File: config.mk
export PLATFORM = sky130hd
export DESIGN_NAME = regfile_write_arbiter
export DESIGN_NICKNAME = d
export VERILOG_FILES = /design/src/rtl/regfile_pkg.sv /design/src/rtl/regfile_write_arbiter_rr_arbiter.sv /design/src/rtl/regfile_write_arbiter.sv
export SDC_FILE = /design/constraint.sdc
export NUM_CORES = 1
export LEC_CHECK = 0
export ABC_CLOCK_PERIOD_IN_PS = 7400
export CORE_MARGIN = 2
export CORE_UTILIZATION = 30
export CTS_CLUSTER_DIAMETER = 200
export DETAILED_ROUTE_END_ITERATION = 16
export HOLD_SLACK_MARGIN = 0.06
export PLACE_DENSITY_LB_ADDON = 0.08
export SYNTH_ARGS = -nofsm -noshare
export SYNTH_HDL_FRONTEND = slang
export SYNTH_HIERARCHICAL = 1
export SYNTH_SLANG_ARGS = --single-unit
File: constraint.sdc
create_clock -name clk -period 7.4 [get_ports clk]
set_input_delay 1.85 -clock clk [delete_from_list [all_inputs] [get_ports clk]]
set_output_delay 1.85 -clock clk [all_outputs]
set_load 0.005 [all_outputs]
File: src/rtl/regfile_pkg.sv
// Shared register-bank definitions.
// Contents: bank geometry (DW, N_REGS, AW), address/data typedefs and the
// fixed requester index assignment used by the write-port arbiter.
package regfile_pkg;
  localparam int DW     = 16;
  localparam int N_REGS = 8;
  localparam int AW     = 3;

  typedef logic [AW-1:0] reg_addr_t;
  typedef logic [DW-1:0] reg_data_t;

  localparam int REQ_ALU = 0;
  localparam int REQ_LSU = 1;
  localparam int REQ_MDU = 2;
endpackage

File: src/rtl/regfile_write_arbiter_rr_arbiter.sv
// Combinational round-robin arbiter.
// Ports: req [N] request vector, ptr [PW] highest-priority index,
//        gnt [N] one-hot grant (all zero when no request).
// The search starts at ptr and goes upward, wrapping modulo N.
module rr_arbiter #(
  parameter  int N  = 3,
  localparam int PW = (N > 1) ? $clog2(N) : 1
) (
  input  logic [N-1:0]  req,
  input  logic [PW-1:0] ptr,
  output logic [N-1:0]  gnt
);
  always_comb begin
    int   idx;
    logic found;
    gnt   = '0;
    found = 1'b0;
    idx   = 0;
    for (int k = 0; k < N; k++) begin
      idx = (int'(ptr) + k) % N;
      if (!found && req[idx]) begin
        gnt[idx] = 1'b1;
        found    = 1'b1;
      end
    end
  end
endmodule

File: src/rtl/regfile_write_arbiter.sv
// Register-bank write-port arbiter with pending-write scoreboard.
// Ports: clk, reset (sync, active-high), hold (no grant while high),
//   req_valid/req_addr/req_data  per-requester write requests,
//   req_ready  combinational one-hot grant,
//   wr_en/wr_addr/wr_data  registered write port (1-cycle latency),
//   rsv_en/rsv_addr  issue-time reservation, pending  per-register scoreboard.
// Optional (REGWR_ARB_STATS_EN): grant_cnt (16 bits per requester) and
//   conflict_cnt, saturating statistics counters.
import regfile_pkg::*;

module regfile_write_arbiter #(
  parameter int N_REQ  = 3,
  parameter int N_REGS = regfile_pkg::N_REGS,
  parameter int AW     = regfile_pkg::AW,
  parameter int DW     = regfile_pkg::DW
) (
  input  logic                clk,
  input  logic                reset,
  input  logic                hold,
  input  logic [N_REQ-1:0]    req_valid,
  input  logic [N_REQ*AW-1:0] req_addr,
  input  logic [N_REQ*DW-1:0] req_data,
  output logic [N_REQ-1:0]    req_ready,
  output logic                wr_en,
  output logic [AW-1:0]       wr_addr,
  output logic [DW-1:0]       wr_data,
  input  logic                rsv_en,
  input  logic [AW-1:0]       rsv_addr,
  output logic [N_REGS-1:0]   pending
`ifdef REGWR_ARB_STATS_EN
  ,
  output logic [N_REQ*16-1:0] grant_cnt,
  output logic [15:0]         conflict_cnt
`endif
);
  localparam int PW = $clog2(N_REQ);

  logic [PW-1:0]     rr_ptr_q, rr_ptr_d, nxt_ptr;
  logic              wr_en_q, wr_en_d;
  logic [AW-1:0]     wr_addr_q, wr_addr_d, sel_addr;
  logic [DW-1:0]     wr_data_q, wr_data_d, sel_data;
  logic [N_REGS-1:0] pending_q, pending_d;
  logic [N_REQ-1:0]  gnt, xfer_vec;
  logic              xfer;

  rr_arbiter #(.N(N_REQ)) u_arb (
    .req (req_valid),
    .ptr (rr_ptr_q),
    .gnt (gnt)
  );

  assign req_ready = (reset || hold) ? '0 : gnt;
  assign xfer_vec  = req_valid & req_ready;
  assign xfer      = |xfer_vec;

  // One-hot grant to selected addr/data and the pointer past the winner.
  always_comb begin
    sel_addr = '0;
    sel_data = '0;
    nxt_ptr  = rr_ptr_q;
    for (int i = 0; i < N_REQ; i++) begin
      if (xfer_vec[i]) begin
        sel_addr = req_addr[i*AW +: AW];
        sel_data = req_data[i*DW +: DW];
        nxt_ptr  = PW'((i + 1) % N_REQ);
      end
    end
  end

  always_comb begin
    rr_ptr_d  = rr_ptr_q;
    wr_en_d   = xfer;
    wr_addr_d = wr_addr_q;
    wr_data_d = wr_data_q;
    if (xfer) begin
      rr_ptr_d  = nxt_ptr;
      wr_addr_d = sel_addr;
      wr_data_d = sel_data;
    end
    // Set is applied after clear so a fresh reservation of the register
    // being written stays outstanding.
    pending_d = pending_q;
    if (wr_en_q) pending_d[wr_addr_q] = 1'b0;
    if (rsv_en)  pending_d[rsv_addr]  = 1'b1;
  end

  always_ff @(posedge clk) begin
    if (reset) begin
      rr_ptr_q  <= '0;
      wr_en_q   <= 1'b0;
      wr_addr_q <= '0;
      wr_data_q <= '0;
      pending_q <= '0;
    end else begin
      rr_ptr_q  <= rr_ptr_d;
      wr_en_q   <= wr_en_d;
      wr_addr_q <= wr_addr_d;
      wr_data_q <= wr_data_d;
      pending_q <= pending_d;
    end
  end

  assign wr_en   = wr_en_q;
  assign wr_addr = wr_addr_q;
  assign wr_data = wr_data_q;
  assign pending = pending_q;

`ifdef REGWR_ARB_STATS_EN
  logic [N_REQ-1:0][15:0] grant_cnt_q;
  logic [15:0]            conflict_cnt_q;

  always_ff @(posedge clk) begin
    if (reset) begin
      grant_cnt_q    <= '0;
      conflict_cnt_q <= '0;
    end else begin
      for (int i = 0; i < N_REQ; i++)
        if (xfer_vec[i] && grant_cnt_q[i] != 16'hFFFF)
          grant_cnt_q[i] <= grant_cnt_q[i] + 16'd1;
      if (!hold && $countones(req_valid) >= 2 && conflict_cnt_q != 16'hFFFF)
        conflict_cnt_q <= conflict_cnt_q + 16'd1;
    end
  end

  assign grant_cnt    = grant_cnt_q;
  assign conflict_cnt = conflict_cnt_q;
`endif
endmodule

# Word-level counts from Yosys, hierarchy flattened
# Index checks and enable logic that the tools add are counted.
# op_classes
n_mux,36
n_bitwise,6
div_mod_pow,3
reduce_logical,13
order_cmp,10
add_sub_neg,2
# op_table
op,count
$ge A32 B1 Y1 const B,3
$lt A32 B4 Y1 const B,3
$mod A32 B3 Y32 const B,2
$mux W16,3
$mod A3 B3 Y32 const B,1
$mux W3,7
$mux W8,2
$mux W1,13
$and A8 B8 Y8,1
$lt A3 B4 Y1 const B,2
$not A8 Y8,1
$or A8 B8 Y8,1
$logic_and A1 B1 Y1,7
$bmux W1 S2,3
$demux W1 S2,3
$demux W1 S3,2
$ge A3 B1 Y1 const B,2
$mux W2,3
$or A3 B3 Y3,2
$add A2 B1 Y3 const B,1
$add A2 B2 Y3 const B,1
$and A3 B3 Y3,1
$reduce_bool A3 Y1,1
$reduce_or A3 Y1,1
other kinds (3),4
# word_totals
ff_bits,30
out_inout_bits,31
word_cells,75

# Depth between registers and ports, before layout
# Gate-level depths: netlist (run 1).
# depth
ltp_word,16
ltp_mapped,13
mapped_depth_nobuf,10

# Modules after synthesis
# Netlist (run 1), hierarchy kept.
# modules_own_cells
mod,seq_area_each_um2,instances,area_each_um2,cells_per_inst
regfile_write_arbiter,600.6,1,1551.5,169
rr_arbiter,0.0,1,265.3,35

# Least setup slack after synthesis (run 1)
# OpenSTA, ideal clock, no wires.
# synth_timing
kind,input-to-output
from,input port req_valid[2]
to,output port req_ready[2]
cell_stages,5
t_required_ps,5550
t_arrival_ps,2875
path_slack_ps,2675
cell_sequence,and4bb_2 a311o_1 nand3_1 o221ai_1 and2_1
# synth_between
elab_chain_len,11
elab_cells_between_ends,21
# synth_lines
item,line,rtl
"start, declared",regfile_write_arbiter.sv:20,"input logic [N_REQ-1:0] req_valid,"
$bmux W1 S2,regfile_write_arbiter_rr_arbiter.sv:21,if (!found && req[idx]) begin
$mux W1 (implied by the code) (2 in series),regfile_write_arbiter_rr_arbiter.sv:21,
$mux W1,regfile_write_arbiter_rr_arbiter.sv:21,
$logic_not A1 Y1,regfile_write_arbiter_rr_arbiter.sv:21,
$logic_and A1 B1 Y1,regfile_write_arbiter_rr_arbiter.sv:21,
$mux W1,regfile_write_arbiter_rr_arbiter.sv:21,
$logic_not A1 Y1,regfile_write_arbiter_rr_arbiter.sv:21,
$logic_and A1 B1 Y1,regfile_write_arbiter_rr_arbiter.sv:21,
$mux W3 *,regfile_write_arbiter_rr_arbiter.sv:21,
named net gnt[2],regfile_write_arbiter.sv:43,"logic [N_REQ-1:0] gnt, xfer_vec;"
$mux W3 *,regfile_write_arbiter.sv:52,assign req_ready = (reset || hold) ? '0 : gnt;
"end, declared",regfile_write_arbiter.sv:23,"output logic [N_REQ-1:0] req_ready,"
# The timed path passes the listed nets; every way through them passes the cells marked *. The select of a mux whose other input is x is not followed.

# Final worst setup path (run 1)
# Ends and elaborated chain as after synthesis.

==> run_results.csv, run 1 <==
group,metric,value,unit
setup_path,setup.worst_path.class,"in -> out",
setup_path,critPathTopFamily,"buffers and inverters",
grt,grt_max_degree,34,
setup_path,reg2reg_depth,11,
clocking,ctsHoldBuffers,0,
die,start_util,30.9,%
hold_path,min_from,"wr_data[6]",
clocking,cts_setup_buffers,0,
synthesis,yosys.area.top_type,"dfxtp_1",
timing,finalHoldViolCount,0,
power,total_power,0.427,mW
clocking,htreeDepth,2,
clocking,clk_latency,290,ps
cells_and_area,fill_cells,596,
power,seq_power_share,41.5,%
synthesis,synth_edf_count,0,
die,die_w,81.8,um
drt,vias,1883,
timing,max-slew-margin-rel,40.8,%
setup_path,crit_path_top_delay_cell,"clkdlybuf4s50_1",
die,fp.dieArea,6690,um^2
synthesis,ys.warnings.count,6,
synthesis,synthTopCellsByCount,"dfxtp_1, o21ai_0, inv_1",
power,p_int,0.311,mW
timing,period_share,81.6,%
setup_path,critPathRequiredTime,5550,ps
die,ios,98,
drt,firstDrtPassIters,4,
clocking,cts_root_buffer,"clkbuf_8",
place,gp_congestion,0.787,
timing,tightest_slew,888,ps
die,core_area,5890,um^2
setup_path,reg2reg_to,"wr_data[12]",
clocking,numCtsBuffers,5,
setup_path,crit_chain,"clkdlybuf4s50_1 > mux2i_1 > o221ai_1 > o221ai_1 > and2_1 > clkdlybuf4s50_1",
die,die_h,81.8,um
timing,fin_ws,1360,ps
die,fp-row-count,28,
clocking,clock_sinks,30,
setup_path,cp-end-kind,"primary output",
hold_path,hp-class,"reg -> reg",
cells_and_area,antenna_cells,0,
cells_and_area,area_delta_synth_final,60.5,%
status,status,"finished clean",
synthesis,synth_nets,275,
grt,grt_usage,17.1,%
drt,routed_wirelength,5.63,mm
timing,slew_violations,0,
power,power_density,146,nW/um^2
grt,grt_pass1_vias,1786,
drt,ant_nets,0,
timing,finClkSkew,8.68,ps
setup_path,r2r-start,"rr_ptr_q[0]",
drt,drc,0,
synthesis,synthDistinctLibCells,41,
place,portBuffers,97,
drt,drtIter0Drc,63,
synthesis,syn_area,1820,um^2
hold_path,whs_endpoint,"wr_data[6]",
timing,period_needed,6040,ps
grt,antenna_found_initial,0,
synthesis,synth_ff_type,"dfxtp_1",
synthesis,syn_avg_cell_area,8.91,um^2
timing,setup_violations,0,
synthesis,synth.most_common_cell,"dfxtp_1",
power,switching_share,27.1,%
place,dp_hpwl,4.08,mm
timing,maxClockFrequency,0.166,GHz
setup_path,slowest_delay,610,ps
drt,post_drt_via_cell_ratio,5.05,
clocking,post_cts_resize_count,0,
clocking,path_clk_slew,70,ps
clocking,cts_tree,"done",
synthesis,synth_seq_area_share,33.1,%
setup_path,arrival,4190,ps
hold_path,hold-path-cell-count,2,
drt,drt-wirelength-per-cell,15.1,um
synthesis,async_reset_ff_share,0,%
setup_path,r2r_slack,3840,ps
grt,grt_pass1_wl,8.59,mm
synthesis,synth_seq_cells,30,
synthesis,synth_area_leaders,"dfxtp_1, a221oi_2, o21ai_0",
power,p_leak,0.942,nW
setup_path,crit_buf_inv,2,
power,peakVddDrop,75.6,uV
place,preCtsSetupSlack,1360,ps
grt,grt-ovfl-total,0,
timing,rsz0062_at_grt,"false",
clocking,cts_max_path_buffers,2,
cells_and_area,drive_gt1_share,11.7,%
timing,setup_tns,0,ps
synthesis,syn_inst,204,
job,maxCapViolCount,0,
power,switchingPower,0.116,mW
cells_and_area,final_util,49.5,%
power,clkPwrFrac,33.7,%
setup_path,crit_fanout,11,
power,pwr-share-comb,24.9,%
setup_path,startpoint_type,"input port",
cells_and_area,layout.nets,368,
synthesis,synth_top_area_share,33.1,%
[sequential cells by signal (all words and copies together), names as in the netlist]
signal and flops:
pending 8, rr_ptr_q 2, wr_data 16, wr_addr 3, wr_en 1
[layout make-up]
cell class | instances | area, um^2 | area share (%)
multi-input combinational | 139 | 1060 | 36.3
tap | 75 | 93.8 | 3.22
timing repair buffer | 99 | 986 | 33.8
clock buffer | 6 | 82.6 | 2.83
inverter | 22 | 82.6 | 2.83
sequential | 30 | 601 | 20.6
clock inverter | 2 | 12.5 | 0.429
[per-stage QoR]
step	hold slack [ps]	instance area (um^2)	instances
2_1_floorplan	453	1820	204
3_3_place_gp	445	2820	365
3_5_place_dp	451	2820	365
4_1_cts	461	2920	373
5_1_grt	479	2920	373
6_report	460	2920	373
[how the worst max path moves through the flow]
stage                       from           end  slack [ps]  cells after the start
finish              req_valid[2]  req_ready[2]        1360                      6
global route        req_valid[2]  req_ready[2]        1180                      6
global placement    req_valid[2]  req_ready[2]        1390                      7
detailed placement  req_valid[2]  req_ready[2]        1360                      7
CTS                 req_valid[2]  req_ready[2]        1350                      7
floorplan           req_valid[2]  req_ready[2]        2670                      5
[logic make-up (layout without fill, tap and decap cells)]
family                     Yosys count  after routing  share of synthesized area [%]
and+or+nand+nor                     42             42                           13.6
buffers and inverters               35            129                           8.75
muxes                                5              5                           2.75
adders and majority gates            4              4                           2.75
DFF                                 30             30                           33.1
AOI/OAI and AO/OA                   88             88                           39.1
[cell usage in the layout (no fill, tap or decap), drive strengths merged]
cell type / count
and2b: 2
or2b: 2
nor2: 5
a32oi: 1
inv: 22
buf: 2
o31ai: 2
dfxtp: 30
a22o: 1
clkinv: 1
clkinvlp: 1
nor2b: 4
nand2: 13
o2bb2ai: 1
mux2i: 5
nand3b: 2
a221oi: 18
nand3: 5
and3: 1
a211o: 2
a22oi: 17
and4bb: 2
o21ai: 27
and2: 3
a21oi: 12
a21boi: 2
nand4: 1
a311o: 1
nand4bb: 1
clkdlybuf4s50: 97
ha: 4
or4bb: 1
clkbuf: 6
o22ai: 2
o221ai: 2
[metal layers]
metal  GRT usage (%)  wire (um)
met5               0          0
met4            5.17         79
met3            6.70        543
met2            28.6       2570
met1            20.1       2440
[power groups by stage]
| stage | registers, mW | logic (mW) | clock network (mW) |
|---|---|---|---|
| detailed placement | 0.181 | 0.107 | 0 |
| global route | 0.178 | 0.116 | 0.153 |
| CTS | 0.177 | 0.107 | 0.147 |
| finish | 0.177 | 0.106 | 0.144 |
| floorplan | 0.181 | 0.0404 | 0 |
| global placement | 0.181 | 0.106 | 0 |
[worst min-delay path: stages (launching register included)]
cell	delay (ps)
dfxtp_1	310
inv_1	60
a221oi_2	50
Power figures use the tool's default switching activity.
==> inputs of run 2 (changes only) <==
--- a/config.mk
+++ b/config.mk
@@ -5,7 +5,7 @@
 export SDC_FILE = /design/constraint.sdc
 export NUM_CORES = 1
 export LEC_CHECK = 0
-export ABC_CLOCK_PERIOD_IN_PS = 7400
+export ABC_CLOCK_PERIOD_IN_PS = 5390
 export CORE_MARGIN = 2
 export CORE_UTILIZATION = 30
 export CTS_CLUSTER_DIAMETER = 200
==> constraint.sdc (replaced) <==
create_clock -name clk -period 5.39 [get_ports clk]
set_input_delay 1.3475 -clock clk [delete_from_list [all_inputs] [get_ports clk]]
set_output_delay 1.3475 -clock clk [all_outputs]
set_load 0.005 [all_outputs]
==> run_results.csv, run 2 (synthesis results as in run 1) <==
group,metric,value,unit
clocking,clk_latency,280,ps
setup_path,reg2reg_depth,12,
clocking,ctsHoldBuffers,0,
timing,period_needed,5030,ps
setup_path,crit_fanout,11,
grt,antenna_found_initial,0,
setup_path,setup.worst_path.class,"in -> out",
grt,grt_usage,17.4,%
die,die_h,81.8,um
die,start_util,30.9,%
hold_path,hold-path-cell-count,2,
power,pwr-share-comb,25.0,%
clocking,htreeDepth,2,
grt,grt-ovfl-total,0,
drt,firstDrtPassIters,4,
clocking,path_clk_slew,70,ps
power,seq_power_share,41.7,%
cells_and_area,antenna_cells,0,
clocking,numCtsBuffers,5,
cells_and_area,final_common_cell,"clkdlybuf4s50_1",
clocking,cts_setup_buffers,0,
die,die_w,81.8,um
die,fp-row-count,28,
timing,rsz0062_at_grt,"false",
cells_and_area,drive_gt1_share,12.0,%
clocking,clock_sinks,30,
place,dp_hpwl,4.14,mm
drt,drc,0,
drt,drt-wirelength-per-cell,15.1,um
timing,finClkSkew,2.35,ps
power,switchingPower,0.156,mW
power,p_leak,0.946,nW
timing,tightest_slew,862,ps
setup_path,critPathRequiredTime,4040,ps
die,ios,98,
cells_and_area,layout.nets,369,
drt,post_drt_via_cell_ratio,5.11,
hold_path,hp-class,"reg -> reg",
drt,drtIter0Drc,46,
setup_path,cp-end-kind,"primary output",
status,status,"finished clean",
cells_and_area,largest_reg_flops,16,
timing,max-slew-margin-rel,42.5,%
die,core_area,5890,um^2
power,clkPwrFrac,33.4,%
clocking,cts_tree,"done",
clocking,cts_max_path_buffers,2,
power,peakVddDrop,89.0,uV
hold_path,min_from,"wr_data[13]",
die,fp.dieArea,6690,um^2
power,power_density,200,nW/um^2
setup_path,r2r_slack,2040,ps
setup_path,arrival,3690,ps
drt,routed_wirelength,5.67,mm
grt,grt_max_degree,33,
place,preCtsSetupSlack,362,ps
timing,setup_tns,0,ps
clocking,cts_root_buffer,"clkbuf_8",
drt,ant_nets,0,
cells_and_area,final_cell_mix,"clkdlybuf4s50_1, dfxtp_1, o21ai_0",
power,p_int,0.428,mW
cells_and_area,fill_cells,596,
job,maxCapViolCount,0,
clocking,post_cts_resize_count,0,
timing,fin_ws,355,ps
grt,grt_pass1_wl,8.78,mm
grt,grt_pass1_vias,1880,
timing,finalHoldViolCount,0,
timing,period_share,93.4,%
timing,setup_violations,0,
timing,slew_violations,0,
drt,vias,1911,
setup_path,r2r-start,"rr_ptr_q[0]",
setup_path,startpoint_type,"input port",
setup_path,worstSetupStartpoint,"req_valid[2]",
power,switching_share,26.8,%
cells_and_area,area_delta_synth_final,60.9,%
place,portBuffers,97,
place,gp_congestion,0.779,
timing,maxClockFrequency,0.199,GHz
-- run 2: cell count changes in the layout (fill, tap and decap cells not counted), sizes merged --
| cell | previous run | this run |
|---|---|---|
| buf | 2 | 3 |
-- run 2: power by group through the flow --
stage / registers (mW) / clock network (mW) / logic, mW
2_1_floorplan: 0.248 / 0 / 0.0554
3_3_place_gp: 0.248 / 0 / 0.146
3_5_place_dp: 0.248 / 0 / 0.147
4_1_cts: 0.243 / 0.203 / 0.148
5_1_grt: 0.245 / 0.213 / 0.160
6_report: 0.243 / 0.195 / 0.146
-- run 2: through the flow --
stage	instances	power (mW)	hold WS [ps]	cell area, um^2	utilization, %
after global routing	374	0.618	481	2920	49.7
final	374	0.584	462	2920	49.7
after detailed placement	366	0.395	453	2830	48.0
after CTS	374	0.594	464	2920	49.7
after floorplan	204	0.304	453	1820	-
after global placement	366	0.395	451	2830	48.0
-- run 2: final cells by class --
type	instances	area, um^2	share of cell area (%)
clock buffer	6	82.6	2.83
clock inverter	2	12.5	0.428
inverter	22	82.6	2.83
multi-input combinational	139	1060	36.2
sequential	30	601	20.5
tap	75	93.8	3.21
timing repair buffer	100	993	34.0
-- run 2: worst paths after layout --
| kind | end |
|---|---|
| hold reg to reg | wr_data[13] |
| setup reg to reg | rr_ptr_q[1] |
| setup / recovery | req_ready[2] |
| hold / removal | wr_data[13] |
-- run 2: routing by layer --
| metal | track usage (%) | routed length, um | up-vias |
|---|---|---|---|
| met5 | 0 | 0 | - |
| met2 | 30.4 | 2640 | 88 |
| li1 | - | - | 950 |
| met1 | 19.8 | 2470 | 871 |
| met3 | 6.81 | 534 | 2 |
| met4 | 4.50 | 21 | 0 |
-- run 2: worst max-delay path: stages --
cell             delay, ps
clkdlybuf4s50_1        710
and4bb_2               290
a311o_1                330
nand3_1                 80
o221ai_1               260
and2_1                 230
clkdlybuf4s50_1        440
